File: config.mk
export PLATFORM = sky130hd
export DESIGN_NAME = uart_tx_cfg
export DESIGN_NICKNAME = d
export VERILOG_FILES = /design/src/rtl/uart_tx_cfg.sv
export SDC_FILE = /design/constraint.sdc
export NUM_CORES = 1
export LEC_CHECK = 0
export CORE_UTILIZATION = 53
export CTS_CLUSTER_SIZE = 16
export DETAILED_ROUTE_END_ITERATION = 8
export PLACE_DENSITY = 0.85
export SYNTH_ARGS = -nofsm -noshare
export SYNTH_HDL_FRONTEND = slang
export SYNTH_SLANG_ARGS = --single-unit
export TNS_END_PERCENT = 1
File: constraint.sdc
create_clock -name clk -period 2.65 [get_ports clk]
set_input_delay 0.53 -clock clk [delete_from_list [all_inputs] [get_ports clk]]
set_output_delay 0.53 -clock clk [all_outputs]
set_load 0.01 [all_outputs]
File: src/rtl/uart_tx_cfg.sv
// Configurable UART transmitter: 7/8 data bits, none/even/odd parity, 1/2 stop bits.
// Bit timing is driven by an external oversampling tick (OVS ticks per bit).
module uart_tx_cfg #(
    parameter int OVS = 16
) (
    input  logic       clk,
    input  logic       reset,
    input  logic       s_tick,
    input  logic       tx_start,
    input  logic [7:0] din,
    input  logic       d_num,
    input  logic       s_num,
    input  logic [1:0] par,
    output logic       tx_busy,
    output logic       tx_done_tick,
    output logic       tx
);

    localparam int CW = $clog2(2 * OVS);
    localparam logic [CW-1:0] BIT_LAST   = CW'(OVS - 1);
    localparam logic [CW-1:0] STOP2_LAST = CW'(2 * OVS - 1);

    typedef enum logic [2:0] {IDLE, START, DATA, PARITY, STOP} state_t;

    state_t        state, state_nx;
    logic [CW-1:0] tick_cnt, tick_nx;
    logic [2:0]    bit_cnt, bit_nx;
    logic [7:0]    shift_reg, shift_nx;
    logic          d8_r, s2_r, par_en_r, par_bit_r;
    logic          tx_nx;
    logic          bit_end, stop_end, accept;

    assign accept   = (state == IDLE) && tx_start;
    assign bit_end  = s_tick && (tick_cnt == BIT_LAST);
    assign stop_end = s_tick && (tick_cnt == (s2_r ? STOP2_LAST : BIT_LAST));

    // State, counters, shadow config and the registered line
    always_ff @(posedge clk or posedge reset) begin
        if (reset) begin
            state     <= IDLE;
            tick_cnt  <= '0;
            bit_cnt   <= '0;
            shift_reg <= '0;
            d8_r      <= 1'b0;
            s2_r      <= 1'b0;
            par_en_r  <= 1'b0;
            par_bit_r <= 1'b0;
            tx        <= 1'b1;
        end else begin
            state     <= state_nx;
            tick_cnt  <= tick_nx;
            bit_cnt   <= bit_nx;
            shift_reg <= shift_nx;
            tx        <= tx_nx;
            if (accept) begin
                d8_r      <= d_num;
                s2_r      <= s_num;
                par_en_r  <= (par == 2'b01) || (par == 2'b10);
                par_bit_r <= (^(din & {d_num, 7'h7f})) ^ (par == 2'b10);
            end
        end
    end

    always_comb begin
        state_nx = state;
        tick_nx  = tick_cnt;
        bit_nx   = bit_cnt;
        shift_nx = shift_reg;
        if (state != IDLE && s_tick)
            tick_nx = tick_cnt + CW'(1);
        unique case (state)
            IDLE: begin
                if (tx_start) begin
                    state_nx = START;
                    tick_nx  = '0;
                    bit_nx   = '0;
                    shift_nx = din;
                end
            end
            START: begin
                if (bit_end) begin
                    state_nx = DATA;
                    tick_nx  = '0;
                end
            end
            DATA: begin
                if (bit_end) begin
                    tick_nx  = '0;
                    shift_nx = shift_reg >> 1;
                    bit_nx   = bit_cnt + 3'd1;
                    // last data bit index is 6 or 7
                    if (bit_cnt == {2'b11, d8_r})
                        state_nx = par_en_r ? PARITY : STOP;
                end
            end
            PARITY: begin
                if (bit_end) begin
                    state_nx = STOP;
                    tick_nx  = '0;
                end
            end
            STOP: begin
                if (stop_end) begin
                    state_nx = IDLE;
                    tick_nx  = '0;
                end
            end
            default: state_nx = IDLE;
        endcase
    end

    // Line value is chosen from the upcoming state so tx changes with it
    always_comb begin
        tx_busy      = (state != IDLE);
        tx_done_tick = (state == STOP) && stop_end;
        tx_nx        = 1'b1;
        unique case (state_nx)
            IDLE:    tx_nx = 1'b1;
            START:   tx_nx = 1'b0;
            DATA:    tx_nx = shift_nx[0];
            PARITY:  tx_nx = par_bit_r;
            STOP:    tx_nx = 1'b1;
            default: tx_nx = 1'b1;
        endcase
    end

endmodule

# --- After elaboration in Yosys (flattened, before gate mapping) ---
# Cells that the tools add are included.
word_totals:
  ff_bits: 24
  input_bits: 16
op_classes:
  n_addsub: 2
  eq_ne: 14
  mux: 21
  n_bitwise: 2
  n_reduce_logical: 12
ops:
  columns: ["op", "count"]
  rows:
  - ["$mux W3", 9]
  - ["$mux W5", 5]
  - ["$mux W8", 2]
  - ["$pmux W8 S2", 1]
  - ["$pmux W3 S5", 1]
  - ["$pmux W5 S3", 1]
  - ["$eq A3 B2 Y1 const B", 4]
  - ["$and A8 B8 Y8", 1]
  - ["$reduce_xor A8 Y1", 1]
  - ["$eq A3 B1 Y1 const B", 2]
  - ["$pmux W3 S2", 1]
  - ["$add A5 B1 Y5 const B", 1]
  - ["$eq A5 B4 Y1 const B", 1]
  - ["$eq A5 B5 Y1", 1]
  - ["$logic_and A1 B1 Y1", 5]
  - ["$ne A2 B2 Y1 const B", 2]
  - ["$add A3 B1 Y3 const B", 1]
  - ["$eq A3 B3 Y1", 1]
  - ["$eq A3 B3 Y1 const B", 1]
  - ["$logic_not A3 Y1", 1]
  - ["$pmux W1 S3", 1]
  - ["$reduce_and A3 Y1", 1]
  - ["$reduce_bool A3 Y1", 1]
  - ["$reduce_or A3 Y1", 1]
  - ["5 further kinds", 5]

# --- Longest topological paths before layout ---
logic_depth:
  word_depth: 7
  mapped_depth: 9

# --- Worst setup path before layout ---
# No wires, ideal clock.
synth_timing:
  path_kind: "flip-flop to flip-flop"
  from: "register tick_cnt[0]"
  to: "register tx"
  arrival_time_ps: 1866
  path_slack_ps: 707
  stages_incl_launch_ff: 9
  synth_period_minus_slack_ps: 1943
  path_cell_list: "dfrtp_1 > ha_1 > and3_1 > ha_1 > and2_1 > a41oi_4 > a221o_1 > nor2_1 > o22ai_1"
synth_between:
  elab_cells_between_ends: 15
  classes_between: "eq/ne (5); mux (8); reduce/logical (2)"
synth_lines:
  columns: ["item", "line", "source"]
  rows:
  - ["from (decl)", "26", "logic [CW-1:0] tick_cnt, tick_nx;"]
  - ["from (signal assigned)", "51", "tick_cnt <= tick_nx;"]
  - ["$eq A5 B4 Y1", "34", "assign bit_end = s_tick && (tick_cnt == BIT_LAST);"]
  - ["$logic_and A1 B1 Y1", "34", null]
  - ["$mux W8", "87", "if (bit_end) begin"]
  - ["$pmux W8 S2", "71", "unique case (state)"]
  - ["net shift_nx[0]", "28", "logic [7:0] shift_reg, shift_nx;"]
  - ["$pmux W1 S3", "117", "unique case (state_nx)"]
  - ["net tx_nx", "30", "logic tx_nx;"]
  - ["to (signal assigned)", "54", "tx <= tx_nx;"]
  - ["to (decl)", "16", "output logic tx"]
# The timed path passes the listed nets, and every way through them passes these cells. The select of a mux whose other input is x is not followed.
# A chain may end at the register's enable or synchronous reset.

# --- Final worst setup path ---
layout_timing:
  from: "register tick_cnt[0]"
  to: "output tx_done_tick"
layout_between:
  elab_chain_len: 3
layout_rtl:
  columns: ["item", "line", "source"]
  rows:
  - ["$eq A5 B5 Y1", "35", "assign stop_end = s_tick && (tick_cnt == (s2_r ? STOP2_LAST : BIT_LAST));"]
  - ["$logic_and A1 B1 Y1", "35", null]
  - ["$logic_and A1 B1 Y1", "115", "tx_done_tick = (state == STOP) && stop_end;"]
  - ["to (decl)", "15", "output logic tx_done_tick,"]
# No other way between the ends.

==> results_dict.tcl <==
set metrics [dict create \
    crit_required_ns 2.12 \
    slowest_stage "clkdlybuf4s50_1" \
    fin_crit_ns 2.494 \
    power.clock.fraction 0.162 \
    ys_ff_latch 24 \
    cts_tree "yes" \
    overflow 0 \
    initial_core_util 0.5755 \
    skew_ns 0.003897 \
    yosysTopAreaCell "dfrtp_1" \
    port_buffers 18 \
    clk_pin_slew_ns 0.14 \
    pwr-share-seq 0.501 \
    numCtsBuffers 3 \
    grt_pass1_vias 1002 \
    ios 19 \
    post-route-period-util 0.9412 \
    gr-usage-all-layers 0.2407 \
    cts_root_buf "clkbuf_4" \
    p_leak_nw 0.7141 \
    die_h_um 51.48 \
    outcome "finished clean" \
    rsz0062_at_grt "false" \
    final.setup.worst_slack_ns 0.1559 \
    fmax_ghz 0.4009 \
    clock_sinks 24 \
    synth_seq_area_share 0.4638 \
    finalCoreUtilization 0.6848 \
    max_slew_margin 0.7447 \
    setup_tns_ns 0 \
    hold_slack_ns 0.5070 \
    viasPerCell 5.607 \
    path_cells "ha_1 > and3_1 > nand3_1 > nor2_1 > clkdlybuf4s50_1" \
    dp_slack_ns 0.1848 \
    min_from "shift_reg[3]$_DFFE_PP0P_" \
    ys_top_cells_by_area "dfrtp_1, nand2_1, xnor2_1" \
    final_nets 176 \
    vias 1026 \
    power_density_mw_per_mm2 809.6 \
    htree_levels 1 \
    cp-start-kind "flip-flop" \
    finalHoldViolCount 0 \
    die-area_sq_mm 0.002650 \
    power_mw 1.250 \
    drt_iter0_drc 21 \
    synth_commonest_cells "nand2_1, dfrtp_1, nor2_1, xnor2_1, inv_1" \
    p_switching_uw 448.6 \
    worst_ir_drop_vdd_mv 0.5440 \
    gp_congestion 0.8378 \
    cts.path.max_buffers 2 \
    avgRoutedWirePerCell_um 14.15 \
    yosysTopAreaCellShare 0.4436 \
    syn_to_final_growth_pct 19.00 \
    clock_latency_ns 0.33 \
    synth-async-reset-ratio 1.000 \
    yosysWarnings 0 \
    drv_cap 0 \
    p_sw_frac 0.3589 \
    largest_register_ffs 8 \
    startpoint "tick_cnt[0]$_DFF_PP0_" \
    critPathCaptureType "primary output" \
    first_pass_iters 4 \
    remaining_drc_errors 0 \
    die_w_um 51.48 \
    setup_viol_count_final 0 \
    ant_nets 0 \
    synthesis.nets 155 \
    cp_slowest_stage_delay_ns 0.54 \
    drive_above_1_share 0.08387 \
    synth-main-ff-cell "dfrtp_1" \
    worst-slew-pin-transition_ns 0.3830 \
    cp.arrival_ns 1.96 \
    path_max_fanout 4 \
    synth_area_per_cell_sq_um 9.611 \
    drt_wl_total_um 2589 \
    min_path_type "flip-flop to flip-flop" \
    internal_power_uw 801.4 \
    critical_path_class "flip-flop to primary output" \
    rows 17 \
    dpl.hpwl_um 1898 \
    core_area_sq_mm 0.002255 \
    diodes 0 \
    power_frac_comb 0.337 \
    yosys.cell_count.top_type "nand2_1" \
    slew_viol_final 0 \
    grt_first_pass_wirelength_um 4533 \
    antenna_found_initial 0 \
    crit-reg2reg-launch "tick_cnt[0]$_DFF_PP0_" \
    synth_area_sq_mm 0.001297 \
    grt_start_max_net_pins 25 \
    synthCells 135 \
    yosys.cell_types.count 33 \
    synth_edf_count 0 \
]
[cell type report]
class / count / area [sq um]
flip-flops and latches: 24 / 601.8
fillers: 195 / 710.7
clock buffers: 4 / 36.28
well taps: 28 / 35.03
inverters: 7 / 26.28
repair buffers: 21 / 202.7
multi-input cells: 99 / 641.9
[metrics by stage]
stage	cells	area [sq um]
5_1_grt	183	1544
3_5_place_dp	179	1505
4_1_cts	183	1541
3_3_place_gp	179	1505
6_report	183	1544
2_1_floorplan	135	1297
[power groups by stage]
stage          Sequential [mW]  Clock [mW]  Combinational, mW
3_5_place_dp             0.630           0              0.421
2_1_floorplan            0.589           0              0.338
5_1_grt                  0.642       0.216              0.482
3_3_place_gp             0.619           0              0.401
4_1_cts                  0.622       0.205              0.424
6_report                 0.626       0.203              0.421
[final timing paths]
| kind | endpoint | slack [ns] | cells after the start |
|---|---|---|---|
| max | tx_done_tick | 0.16 | 5 |
| min | shift_reg[3]$_DFFE_PP0P_ | 0.51 | 2 |
| max reg2reg | tx$_DFF_PP1_ | 0.43 | 8 |
| min reg2reg | shift_reg[3]$_DFFE_PP0P_ | 0.51 | 2 |
| max in group asynchronous | tx$_DFF_PP1_ | 1.84 | 3 |
| min in group asynchronous | shift_reg[4]$_DFFE_PP0P_ | 0.52 | 3 |
[worst max-delay path, delay by kind of cell (launching register included)]
kind / cells / cell delay (ns)
simple gates: 3 / 0.47
buf+inv: 1 / 0.54
fa+ha+maj: 1 / 0.18
flops: 1 / 0.43
[placed cells by master, fill, tap and decap left out, drive strengths merged, types with 2 or more instances in the layout]
cell type and instances:
xnor2 10, xor2 3, nor2 10, a21oi 3, inv 7, and2 3, dfrtp 23, o21ai 4
a22oi 6, nand3 4, ha 4, nor3 2, nand2 29, nand2b 2, o22ai 4, buf 3
clkbuf 4, clkdlybuf4s50 18, and3 2
[repair_timing]
item,CTS,global route
resized for setup,0,1
endpoints found under the setup margin,0,1
setup buffers,0,0
hold buffers,0,0
endpoints found under the hold margin,0,0
[layer usage]
metal,GRT usage,vias up,wire (um)
li1,-,501,-
met1,0.3075,499,1141
met2,0.3983,21,1313
met3,0.04762,5,84
met4,0.09459,0,49
met5,0,-,0
[logic make-up (layout without fill, tap and decap cells)]
group	after synthesis	count (layout)	synth area share
xor+xnor	13	13	0.08775
fa+ha+maj	4	4	0.03857
simple gates	57	57	0.2122
flops	24	24	0.4638
buf+inv	12	32	0.04339
mux	2	2	0.01639
compound gates	23	23	0.1379
Power figures use the tool's default switching activity.
